<file path="src/rtl/pipeline_hazard_unit_if.sv">
// Signal bundle between the datapath/control and the hazard unit.
// The master drives pipeline state; the slave (hazard unit) returns stall, flush, freeze and forwarding.
interface pipeline_hazard_unit_if #(
  parameter int CNT_W = 32
);
  logic [4:0]       i_id_rs1;
  logic [4:0]       i_id_rs2;
  logic             i_id_uses_rs1;
  logic             i_id_uses_rs2;
  logic [4:0]       i_ex_rs1;
  logic [4:0]       i_ex_rs2;
  logic [4:0]       i_ex_rd;
  logic             i_ex_is_load;
  logic [4:0]       i_mem_rd;
  logic             i_mem_reg_write;
  logic [4:0]       i_wb_rd;
  logic             i_wb_reg_write;
  logic             i_branch_taken;
  logic             i_jump_taken;
  logic             i_dmem_req;
  logic             i_dmem_ready;
  logic             o_hazard_stall;
  logic             o_hazard_flush;
  logic             o_if_id_flush;
  logic             o_freeze;
  logic [1:0]       o_fwd_a;
  logic [1:0]       o_fwd_b;
  logic             o_mem_timeout;
  logic [CNT_W-1:0] o_stall_cycles;
  logic [CNT_W-1:0] o_flush_count;

  modport master (
    output i_id_rs1, i_id_rs2, i_id_uses_rs1, i_id_uses_rs2,
           i_ex_rs1, i_ex_rs2, i_ex_rd, i_ex_is_load,
           i_mem_rd, i_mem_reg_write, i_wb_rd, i_wb_reg_write,
           i_branch_taken, i_jump_taken, i_dmem_req, i_dmem_ready,
    input  o_hazard_stall, o_hazard_flush, o_if_id_flush, o_freeze,
           o_fwd_a, o_fwd_b, o_mem_timeout, o_stall_cycles, o_flush_count
  );

  modport slave (
    input  i_id_rs1, i_id_rs2, i_id_uses_rs1, i_id_uses_rs2,
           i_ex_rs1, i_ex_rs2, i_ex_rd, i_ex_is_load,
           i_mem_rd, i_mem_reg_write, i_wb_rd, i_wb_reg_write,
           i_branch_taken, i_jump_taken, i_dmem_req, i_dmem_ready,
    output o_hazard_stall, o_hazard_flush, o_if_id_flush, o_freeze,
           o_fwd_a, o_fwd_b, o_mem_timeout, o_stall_cycles, o_flush_count
  );
endinterface

</file>
<file path="src/rtl/pipeline_hazard_unit.sv">
// Hazard detection and operand forwarding for the 5-stage core, with a data-memory
// wait FSM that freezes the pipeline, a sticky timeout error and two perf counters.
module pipeline_hazard_unit #(
  parameter int MEM_TIMEOUT = 255,
  parameter int CNT_W       = 32
) (
  input  logic                 i_clk,
  input  logic                 i_reset,
  pipeline_hazard_unit_if.slave hz
);

  typedef enum logic [1:0] {
    ST_RUN      = 2'd0,
    ST_MEM_WAIT = 2'd1,
    ST_ERROR    = 2'd2
  } state_e;

  localparam int                WCNT_W       = $clog2(MEM_TIMEOUT + 1);
  localparam logic [WCNT_W-1:0] TIMEOUT_LAST = WCNT_W'(MEM_TIMEOUT - 1);

  state_e             state_q, state_d;
  logic [WCNT_W-1:0]  wait_cnt_q, wait_cnt_d;
  logic [CNT_W-1:0]   stall_cnt_q, stall_cnt_d;
  logic [CNT_W-1:0]   flush_cnt_q, flush_cnt_d;

  logic       mem_wait;
  logic       redirect;
  logic       load_use;
  logic       freeze;
  logic       hazard_stall;
  logic       hazard_flush;
  logic       if_id_flush;
  logic [1:0] fwd_a;
  logic [1:0] fwd_b;

  // The youngest producer (MEM) wins over the older one (WB); x0 is never forwarded.
  function automatic logic [1:0] fwd_src(input logic [4:0] rs,
                                         input logic       mem_we,
                                         input logic [4:0] mem_rd,
                                         input logic       wb_we,
                                         input logic [4:0] wb_rd);
    if (mem_we && (mem_rd != 5'd0) && (mem_rd == rs))
      return 2'b01;
    else if (wb_we && (wb_rd != 5'd0) && (wb_rd == rs))
      return 2'b10;
    else
      return 2'b00;
  endfunction

  assign mem_wait = hz.i_dmem_req && !hz.i_dmem_ready;
  assign redirect = hz.i_branch_taken || hz.i_jump_taken;
  assign load_use = hz.i_ex_is_load && (hz.i_ex_rd != 5'd0) &&
                    ((hz.i_id_uses_rs1 && (hz.i_id_rs1 == hz.i_ex_rd)) ||
                     (hz.i_id_uses_rs2 && (hz.i_id_rs2 == hz.i_ex_rd)));

  // NOTE: every sequential element updates with non-blocking assignments so all flops
  // sample pre-edge values regardless of process ordering.
  always_ff @(posedge i_clk or posedge i_reset) begin
    if (i_reset) begin
      state_q     <= ST_RUN;
      wait_cnt_q  <= '0;
      stall_cnt_q <= '0;
      flush_cnt_q <= '0;
    end else begin
      state_q     <= state_d;
      wait_cnt_q  <= wait_cnt_d;
      stall_cnt_q <= stall_cnt_d;
      flush_cnt_q <= flush_cnt_d;
    end
  end

  // NOTE: each combinational output gets a default before any branch, so no path
  // leaves a variable unassigned and no latch is inferred.
  always_comb begin
    state_d    = state_q;
    wait_cnt_d = wait_cnt_q;
    unique case (state_q)
      ST_RUN: begin
        if (mem_wait) begin
          state_d    = ST_MEM_WAIT;
          wait_cnt_d = WCNT_W'(1);
        end
      end
      ST_MEM_WAIT: begin
        if (!mem_wait) begin
          state_d    = ST_RUN;
          wait_cnt_d = '0;
        end else if (wait_cnt_q == TIMEOUT_LAST) begin
          state_d = ST_ERROR;
        end else begin
          wait_cnt_d = wait_cnt_q + WCNT_W'(1);
        end
      end
      ST_ERROR: begin
        state_d = ST_ERROR;
      end
      default: begin
        state_d    = ST_RUN;
        wait_cnt_d = '0;
      end
    endcase
  end

  // Priority: freeze > redirect > load-use. Everything is held at 0 while reset is high.
  always_comb begin
    freeze       = 1'b0;
    hazard_stall = 1'b0;
    hazard_flush = 1'b0;
    if_id_flush  = 1'b0;
    fwd_a        = 2'b00;
    fwd_b        = 2'b00;
    if (!i_reset) begin
      freeze = (state_q == ST_ERROR) || mem_wait;
      fwd_a  = fwd_src(hz.i_ex_rs1, hz.i_mem_reg_write, hz.i_mem_rd,
                       hz.i_wb_reg_write, hz.i_wb_rd);
      fwd_b  = fwd_src(hz.i_ex_rs2, hz.i_mem_reg_write, hz.i_mem_rd,
                       hz.i_wb_reg_write, hz.i_wb_rd);
      if (!freeze) begin
        if (redirect) begin
          if_id_flush  = 1'b1;
          hazard_flush = 1'b1;
        end else if (load_use) begin
          hazard_stall = 1'b1;
          hazard_flush = 1'b1;
        end
      end
    end
  end

  always_comb begin
    stall_cnt_d = stall_cnt_q + CNT_W'(hazard_stall || freeze);
    flush_cnt_d = flush_cnt_q + CNT_W'(if_id_flush);
  end

  assign hz.o_hazard_stall = hazard_stall;
  assign hz.o_hazard_flush = hazard_flush;
  assign hz.o_if_id_flush  = if_id_flush;
  assign hz.o_freeze       = freeze;
  assign hz.o_fwd_a        = fwd_a;
  assign hz.o_fwd_b        = fwd_b;
  assign hz.o_mem_timeout  = (state_q == ST_ERROR);
  assign hz.o_stall_cycles = stall_cnt_q;
  assign hz.o_flush_count  = flush_cnt_q;

endmodule

</file>
<file path="src/flat_wrapper.sv">
// flat-port wrapper written by rule: the top's interface ports become plain ports
module pipeline_hazard_unit_flat 
#(
  parameter int MEM_TIMEOUT = 255,
  parameter int CNT_W       = 32
)
  (i_clk, i_reset, hz_i_id_rs1, hz_i_id_rs2, hz_i_id_uses_rs1, hz_i_id_uses_rs2, hz_i_ex_rs1, hz_i_ex_rs2, hz_i_ex_rd, hz_i_ex_is_load, hz_i_mem_rd, hz_i_mem_reg_write, hz_i_wb_rd, hz_i_wb_reg_write, hz_i_branch_taken, hz_i_jump_taken, hz_i_dmem_req, hz_i_dmem_ready, hz_o_hazard_stall, hz_o_hazard_flush, hz_o_if_id_flush, hz_o_freeze, hz_o_fwd_a, hz_o_fwd_b, hz_o_mem_timeout, hz_o_stall_cycles, hz_o_flush_count);
  pipeline_hazard_unit_if #(.CNT_W(CNT_W)) hz_i ();
  input  logic i_clk;
  input  logic i_reset;
  input wire logic [$bits(hz_i.i_id_rs1)-1:0] hz_i_id_rs1;
  input wire logic [$bits(hz_i.i_id_rs2)-1:0] hz_i_id_rs2;
  input wire logic [$bits(hz_i.i_id_uses_rs1)-1:0] hz_i_id_uses_rs1;
  input wire logic [$bits(hz_i.i_id_uses_rs2)-1:0] hz_i_id_uses_rs2;
  input wire logic [$bits(hz_i.i_ex_rs1)-1:0] hz_i_ex_rs1;
  input wire logic [$bits(hz_i.i_ex_rs2)-1:0] hz_i_ex_rs2;
  input wire logic [$bits(hz_i.i_ex_rd)-1:0] hz_i_ex_rd;
  input wire logic [$bits(hz_i.i_ex_is_load)-1:0] hz_i_ex_is_load;
  input wire logic [$bits(hz_i.i_mem_rd)-1:0] hz_i_mem_rd;
  input wire logic [$bits(hz_i.i_mem_reg_write)-1:0] hz_i_mem_reg_write;
  input wire logic [$bits(hz_i.i_wb_rd)-1:0] hz_i_wb_rd;
  input wire logic [$bits(hz_i.i_wb_reg_write)-1:0] hz_i_wb_reg_write;
  input wire logic [$bits(hz_i.i_branch_taken)-1:0] hz_i_branch_taken;
  input wire logic [$bits(hz_i.i_jump_taken)-1:0] hz_i_jump_taken;
  input wire logic [$bits(hz_i.i_dmem_req)-1:0] hz_i_dmem_req;
  input wire logic [$bits(hz_i.i_dmem_ready)-1:0] hz_i_dmem_ready;
  output wire logic [$bits(hz_i.o_hazard_stall)-1:0] hz_o_hazard_stall;
  output wire logic [$bits(hz_i.o_hazard_flush)-1:0] hz_o_hazard_flush;
  output wire logic [$bits(hz_i.o_if_id_flush)-1:0] hz_o_if_id_flush;
  output wire logic [$bits(hz_i.o_freeze)-1:0] hz_o_freeze;
  output wire logic [$bits(hz_i.o_fwd_a)-1:0] hz_o_fwd_a;
  output wire logic [$bits(hz_i.o_fwd_b)-1:0] hz_o_fwd_b;
  output wire logic [$bits(hz_i.o_mem_timeout)-1:0] hz_o_mem_timeout;
  output wire logic [$bits(hz_i.o_stall_cycles)-1:0] hz_o_stall_cycles;
  output wire logic [$bits(hz_i.o_flush_count)-1:0] hz_o_flush_count;
  assign hz_i.i_id_rs1 = hz_i_id_rs1;
  assign hz_i.i_id_rs2 = hz_i_id_rs2;
  assign hz_i.i_id_uses_rs1 = hz_i_id_uses_rs1;
  assign hz_i.i_id_uses_rs2 = hz_i_id_uses_rs2;
  assign hz_i.i_ex_rs1 = hz_i_ex_rs1;
  assign hz_i.i_ex_rs2 = hz_i_ex_rs2;
  assign hz_i.i_ex_rd = hz_i_ex_rd;
  assign hz_i.i_ex_is_load = hz_i_ex_is_load;
  assign hz_i.i_mem_rd = hz_i_mem_rd;
  assign hz_i.i_mem_reg_write = hz_i_mem_reg_write;
  assign hz_i.i_wb_rd = hz_i_wb_rd;
  assign hz_i.i_wb_reg_write = hz_i_wb_reg_write;
  assign hz_i.i_branch_taken = hz_i_branch_taken;
  assign hz_i.i_jump_taken = hz_i_jump_taken;
  assign hz_i.i_dmem_req = hz_i_dmem_req;
  assign hz_i.i_dmem_ready = hz_i_dmem_ready;
  assign hz_o_hazard_stall = hz_i.o_hazard_stall;
  assign hz_o_hazard_flush = hz_i.o_hazard_flush;
  assign hz_o_if_id_flush = hz_i.o_if_id_flush;
  assign hz_o_freeze = hz_i.o_freeze;
  assign hz_o_fwd_a = hz_i.o_fwd_a;
  assign hz_o_fwd_b = hz_i.o_fwd_b;
  assign hz_o_mem_timeout = hz_i.o_mem_timeout;
  assign hz_o_stall_cycles = hz_i.o_stall_cycles;
  assign hz_o_flush_count = hz_i.o_flush_count;
  pipeline_hazard_unit #(.MEM_TIMEOUT(MEM_TIMEOUT), .CNT_W(CNT_W)) u_core (.i_clk(i_clk), .i_reset(i_reset), .hz(hz_i));
endmodule
</file>
<file path="config.mk">
export PLATFORM = sky130hd
export DESIGN_NAME = pipeline_hazard_unit_flat
export DESIGN_NICKNAME = d
export VERILOG_FILES = /design/src/rtl/pipeline_hazard_unit_if.sv /design/src/rtl/pipeline_hazard_unit.sv /design/src/flat_wrapper.sv
export SDC_FILE = /design/constraint.sdc
export NUM_CORES = 1
export LEC_CHECK = 0
export ABC_AREA = 1
export BUFFER_PORTS_ARGS = -buffer_cell sky130_fd_sc_hd__clkbuf_2
export CORE_UTILIZATION = 50
export DETAILED_ROUTE_END_ITERATION = 7
export PLACE_DENSITY_LB_ADDON = 0.2
export SYNTH_ARGS = -nofsm -noshare
export SYNTH_HDL_FRONTEND = slang
export SYNTH_SLANG_ARGS = --single-unit
</file>
<file path="constraint.sdc">
create_clock -name i_clk -period 3.8 [get_ports i_clk]
set_input_delay 0.76 -clock i_clk [delete_from_list [all_inputs] [get_ports i_clk]]
set_output_delay 0.76 -clock i_clk [all_outputs]
set_load 0.05 [all_outputs]
</file>
==> results of run 1 <==
-- critical path: stages --
cell,delay [ps]
clkbuf_2,120
xnor2_1,160
nand2_1,80
nor3_1,280
and2_1,210
clkbuf_2,290
-- cell usage in the layout (no fill, tap or decap), drive strengths merged, types with 6 or more instances in the layout --
master / Yosys / routed
clkbuf: 0 / 128
dfrtp: 74 / 74
ha: 6 / 6
inv: 65 / 64
nand2: 235 / 235
nand3: 39 / 39
nand3b: 11 / 11
nand4: 6 / 6
nor2: 105 / 105
nor3: 26 / 26
o21ai: 6 / 6
xnor2: 26 / 26
xor2: 29 / 29
-- stage by stage --
step	utilization [%]	hold slack, ps	power, W	cells	instance area, µm²
floorplan	-	492.2	0.001321	641	4684
global placement	60.93	474.7	0.001471	868	5418
detailed placement	60.93	489.0	0.001485	868	5418
CTS	63.10	507.0	0.002091	883	5610
global route	63.10	540.8	0.002174	883	5610
finish	63.10	497.0	0.002065	883	5610
-- cell type report --
type	instances	area (µm²)
multi-input combinational	501	2580
inverter	66	252.7
clock inverter	5	55.05
fill	801	3281
timing repair buffer	119	598.1
sequential	74	1852
tap	108	135.1
clock buffer	10	137.6
-- registers in the layout, indices dropped and copies added (netlist names) --
signal / count
u_core.hz.o_flush_count: 32
u_core.hz.o_stall_cycles: 32
u_core.wait_cnt_q: 8
u_core.state_q: 2
-- metal layers --
layer / vias to the layer above / track usage (%) / wire, µm
li1: 2245 / - / -
met1: 2045 / 32.63 / 5069
met2: 185 / 39.86 / 5240
met3: 17 / 4.681 / 840
met4: 0 / 7.463 / 169
met5: - / 0 / 0
-- logic make-up after synthesis --
logic type	count (synthesis)	synth area share (%)
buf+inv	66	5.319
fa+ha+maj	6	1.604
flops	74	39.56
xor+xnor	55	10.29
compound gates	9	1.310
simple gates	431	41.91
-- final timing paths --
check | to | slack (ps) | from
max in group asynchronous | u_core.hz.o_stall_cycles[9] | 2410 | i_reset
max | hz_o_fwd_a[0] | 1140 | hz_i_mem_rd[1]
min reg2reg | u_core.hz.o_flush_count[31] | 500 | u_core.hz.o_flush_count[31]
min in group asynchronous | u_core.wait_cnt_q[2] | 790 | i_reset
max reg2reg | u_core.hz.o_stall_cycles[18] | 1400 | u_core.state_q[1]
min | u_core.hz.o_flush_count[31] | 500 | u_core.hz.o_flush_count[31]
-- where the power goes --
| part | internal (W) | leakage (nW) | switching [W] |
|---|---|---|---|
| Combinational | 0.000132 | 1.77 | 0.000388 |
| Sequential | 0.000851 | 1.00 | 0.0000924 |
| Clock | 0.000315 | 0.0941 | 0.000287 |
| Total | 0.00130 | 2.87 | 0.000767 |
==> impl_metrics.py, run 1 <==
metrics = {
    "run_status": {
        "outcome": "complete, no violations",
    },
    "pwr": {
        "p_leak_nw": 2.869,
        "p_per_area_mw_per_mm2": 368.1,
        "ir_worst_vdd_mv": 0.3023,
    },
    "placement": {
        "place_congestion": 0.8879,
        "numPortBuffers": 118,
        "dp_hpwl_mm": 9.084,
        "place_ws_ps": 872.9,
    },
    "global_routing": {
        "grt_overflow": 0,
        "grt_pass1_wl_mm": 19.00,
        "track_usage_pct": 24.31,
        "grt_pass1_vias": 4208,
        "antenna_found_initial": 0,
        "grt_max_degree": 75,
    },
    "cts": {
        "clk_path_buf_depth": 2,
        "clk_pin_slew_worst_paths_ps": 70,
        "htreeDepth": 3,
        "hold_buffers": 0,
        "cts_tree": "yes",
        "numCtsBuffers": 9,
        "cts-resized-gates": 0,
        "clk_latency_ps": 340,
        "post_cts.repair.setup_buffers": 0,
        "clock_sinks": 74,
        "root_buffer": "clkbuf_8",
    },
    "route": {
        "routed_wirelength_mm": 11.32,
        "wl_per_cell_um": 12.82,
        "first_pass_iters": 5,
        "ant_nets": 0,
        "remaining_drc_errors": 0,
        "vias": 4492,
        "drtIter0Drc": 196,
        "routed_via_density": 5.087,
    },
    "critical_path": {
        "r2r_cells": 15,
        "crit_required_ps": 3040,
        "critPathMaxFanout": 3,
        "cp-end-kind": "primary output",
        "critical_path_class": "primary input to primary output",
        "critPathArrivalTime_ps": 1900,
        "start_kind": "primary input",
    },
    "floorplan": {
        "core_area_mm2": 0.008891,
        "dieArea_mm2": 0.009753,
        "placementRows": 34,
        "start_util_pct": 52.65,
        "fp.dieH_um": 98.76,
        "ios": 119,
        "dieWidth_um": 98.76,
    },
    "hold_path": {
        "hold-path-cell-count": 2,
        "hp-class": "flop to flop",
    },
    "timing": {
        "fin_ws_ps": 1143,
        "setup_viol": 0,
        "hold_viol_final": 0,
        "fin_crit_sh_pct": 69.91,
        "max_freq_ghz": 0.3764,
        "clock_skew_ps": 11.67,
        "finalWorstPathRequiredPeriod_ps": 2657,
        "worst_pin_slew_ps": 932.8,
        "slew_headroom_pct": 37.81,
        "rsz0062_at_grt": "false",
        "slew_violations": 0,
        "setup_tns_ps": 0,
    },
    "synth": {
        "syn_area_per_cell_um2": 7.302,
        "synth_top_area_share_pct": 39.56,
        "synth_top_flop_cell": "dfrtp_1",
        "synth.net_count": 693,
        "synth_top_cell_by_area": "dfrtp_1",
        "synth_edf_count": 0,
        "synth.area.top_cells": "dfrtp_1, nand2_1, nor2_1, xor2_1, xnor2_1",
        "post-synth-top-count-cell": "nand2_1",
        "synthTopCellsByCount": "nand2_1, nor2_1, dfrtp_1",
        "async_reset_ff_share_pct": 100.0,
        "syn_inst": 641,
        "synth_cell_types": 30,
        "yosys_warnings": 0,
        "syn_area_mm2": 0.004681,
        "yosysSeqAreaShare_pct": 39.56,
        "synth-seq-cells": 74,
    },
    "final_layout": {
        "diodes": 0,
        "syn_to_final_growth_pct": 19.86,
        "nets": 823,
        "drive_gt1_share_pct": 23.61,
    },
    "run": {
        "maxCapViolations": 0,
    },
}
Note: power is estimated with default switching activity, not from simulation.
==> run 2, diff against run 1 <==
--- a/config.mk
+++ b/config.mk
@@ -5,7 +5,7 @@
 export SDC_FILE = /design/constraint.sdc
 export NUM_CORES = 1
 export LEC_CHECK = 0
-export ABC_AREA = 1
+export ABC_AREA = 0
 export BUFFER_PORTS_ARGS = -buffer_cell sky130_fd_sc_hd__clkbuf_2
 export CORE_UTILIZATION = 50
 export DETAILED_ROUTE_END_ITERATION = 7
==> constraint.sdc (replaced) <==
create_clock -name i_clk -period 2.8 [get_ports i_clk]
set_input_delay 0.56 -clock i_clk [delete_from_list [all_inputs] [get_ports i_clk]]
set_output_delay 0.56 -clock i_clk [all_outputs]
set_load 0.05 [all_outputs]
==> run 2 against run 1 <==
Worst hold slack got worse by 17 ps. Synthesized cell count decreased by 44%. Total power increased by 36%. Critical path depth is the same. Critical endpoint is now hz_o_fwd_a[1]. Largest cell class unchanged.
==> impl_metrics.py, run 2 <==
metrics = {
    "run_status": {
        "outcome": "complete, no violations",
    },
    "placement": {
        "place_congestion": 0.9032,
        "dp_cells": 597,
        "place_area_mm2": 0.004837,
        "dp_hpwl_mm": 6.679,
        "place_ws_ps": -276.3,
        "numPortBuffers": 118,
    },
    "final_layout": {
        "drive_gt1_share_pct": 35.60,
        "diodes": 0,
        "layout_common_cells": "clkbuf_2, dfrtp_1, xnor2_1",
        "layout_commonest_cell": "clkbuf_2",
        "nets": 561,
        "stdcell_count": 613,
        "syn_to_final_growth_pct": 30.84,
        "stdcell_area_mm2": 0.005080,
    },
    "critical_path": {
        "critical_path_class": "primary input to primary output",
        "critPathSlowestCell": "or4_1",
        "cp_slowest_stage_delay_ps": 520,
        "cp_num_buf_inv": 2,
        "critPathMaxFanout": 3,
        "r2r_setup_slack_ps": 260,
        "cp-end-kind": "primary output",
        "path_cells": "clkbuf_2, or4_1, o21ai_1, nor3_1, nor4_4, clkbuf_4",
        "crit_required_ps": 2240,
        "start_kind": "primary input",
        "critPathArrivalTime_ps": 2090,
        "cp_top_family": "simple AND/OR/NAND/NOR gates",
    },
    "global_routing": {
        "antenna_found_initial": 0,
        "grt_pass1_vias": 3168,
        "grt_pass1_wl_mm": 14.88,
        "grt_overflow": 0,
        "grt_max_degree": 75,
        "track_usage_pct": 22.54,
    },
    "timing": {
        "max_freq_ghz": 0.3775,
        "clock_skew_ps": 11.24,
        "hold_viol_final": 0,
        "slew_headroom_pct": 38.50,
        "setup_viol": 0,
        "slew_violations": 0,
        "fin_crit_sh_pct": 94.60,
        "finalWorstPathRequiredPeriod_ps": 2649,
        "rsz0062_at_grt": "false",
        "fin_ws_ps": 151.1,
        "worst_pin_slew_ps": 922.5,
        "timing.hold.ws_ps": 479.9,
    },
    "synth": {
        "muxShareOfSynthArea_pct": 0,
        "synth_cell_types": 45,
        "synth_top_flop_cell": "dfrtp_1",
        "syn_inst": 361,
        "yosysSeqAreaShare_pct": 47.70,
        "synth_top_cell_by_area": "dfrtp_1",
        "synth_top_family_by_area": "simple AND/OR/NAND/NOR gates",
        "synth-simple-area-share_pct": 23.82,
        "synth_top_area_share_pct": 47.70,
        "synth_fa_ha_area_share_pct": 1.934,
        "synth.area.top_cells": "dfrtp_1, xnor2_1, xor2_1, nand3_1, nand4_1",
        "yosys_warnings": 0,
        "synthXorXnorAreaFrac_pct": 20.98,
        "synth_edf_count": 0,
        "synth-seq-cells": 74,
        "synthTopCellsByCount": "dfrtp_1, xnor2_1, xor2_1",
        "synth_compound_area_share_pct": 4.480,
        "syn_area_per_cell_um2": 10.75,
        "syn_area_mm2": 0.003882,
        "post-synth-top-count-cell": "dfrtp_1",
        "synth.net_count": 413,
        "async_reset_ff_share_pct": 100.0,
    },
    "route": {
        "routed_wirelength_mm": 8.767,
        "routed_via_density": 5.271,
        "vias": 3231,
        "first_pass_iters": 4,
        "ant_nets": 0,
        "wl_per_cell_um": 14.30,
        "drtIter0Drc": 169,
        "remaining_drc_errors": 0,
    },
    "cts": {
        "clk_latency_ps": 340,
        "root_buffer": "clkbuf_8",
        "clk_pin_slew_worst_paths_ps": 80,
        "numCtsBuffers": 9,
        "hold_buffers": 0,
        "cts_tree": "yes",
        "clock_sinks": 74,
        "htreeDepth": 3,
        "clk_path_buf_depth": 2,
    },
    "floorplan": {
        "dieArea_mm2": 0.008122,
        "ios": 119,
        "core_area_mm2": 0.007370,
        "placementRows": 31,
        "fp.dieH_um": 90.12,
        "start_util_pct": 52.68,
        "dieWidth_um": 90.12,
    },
    "pwr": {
        "intPower_w": 0.001797,
        "ir_worst_vdd_mv": 0.7189,
        "p_clk_share_pct": 31.1,
        "p_leak_nw": 2.452,
        "p_per_area_mw_per_mm2": 552.9,
        "pwr-share-seq_pct": 45.6,
        "p_sw_w": 0.001011,
        "p_sw_share_pct": 36.00,
        "power_w": 0.002808,
        "pwr-share-comb_pct": 23.3,
    },
    "run": {
        "maxCapViolations": 0,
    },
    "hold_path": {
        "hp-class": "flop to flop",
    },
}
[run 2: cell count changes after synthesis, sizes merged, moves of 5 or more]
cell / previous run / this run
nor4: 1 / 15
xor2: 29 / 39
nand2: 235 / 21
nor2: 105 / 17
o22ai: 0 / 5
nor3: 26 / 15
or4: 0 / 7
xnor2: 26 / 54
and4: 0 / 6
inv: 65 / 9
and3: 2 / 7
nand3b: 11 / 0
nand4: 6 / 19
[run 2: cell type report]
cell class              count  area, µm²
well taps                  99      123.9
clock buffers              11      151.4
inverters                   9      37.54
multi-input cells         276       2100
fillers                   583       2290
flip-flops and latches     74       1852
repair buffers            139      753.2
clock inverters             5      62.56
[run 2: power groups by stage]
| stage | combinational [W] | clock (W) | sequential, W |
|---|---|---|---|
| 2_1_floorplan | 0.000186 | 0 | 0.00156 |
| 3_3_place_gp | 0.000644 | 0 | 0.00129 |
| 3_5_place_dp | 0.000657 | 0 | 0.00130 |
| 4_1_cts | 0.000659 | 0.000893 | 0.00128 |
| 5_1_grt | 0.000690 | 0.000941 | 0.00130 |
| 6_report | 0.000656 | 0.000873 | 0.00128 |
[run 2: final timing paths]
path | from | depth (start not counted) | endpoint
worst min-delay path | u_core.hz.o_flush_count[31] | 1 | u_core.hz.o_flush_count[31]
min in group asynchronous | i_reset | 4 | u_core.hz.o_stall_cycles[6]
worst max-delay path | hz_i_mem_rd[0] | 6 | hz_o_fwd_a[1]
max in group asynchronous | i_reset | 4 | u_core.hz.o_flush_count[2]
worst max register to register | u_core.state_q[1] | 10 | u_core.hz.o_stall_cycles[28]
worst min register to register | u_core.hz.o_flush_count[31] | 1 | u_core.hz.o_flush_count[31]
[run 2: cell families after synthesis]
family | Yosys count
AND/OR/NAND/NOR | 152
buffers and inverters | 11
AO/OA/AOI/OAI | 25
flip-flops | 74
adder cells (fa/ha/maj) | 6
XOR/XNOR | 93
[run 2: routing by layer]
| metal | vias up | GRT usage, % | part of all wire [%] |
|---|---|---|---|
| li1 | 1590 | - | - |
| met1 | 1563 | 28.93 | 45 |
| met2 | 73 | 38.87 | 50 |
| met3 | 5 | 4.230 | 3.7 |
| met4 | 0 | 6.317 | 0.82 |
| met5 | - | 0 | 0 |
[run 2: timing repair]
item | in CTS | in global routing
setup buffers | 0 | 0
resized for setup | 0 | 9
endpoints found under the setup margin | 0 | 9
[run 2: per-stage QoR]
step                util, %  setup TNS (ps)
floorplan                 -           -1604
global placement      65.64           -1348
detailed placement    65.64           -2875
CTS                   68.54               0
global route          68.93               0
finish                68.93               0
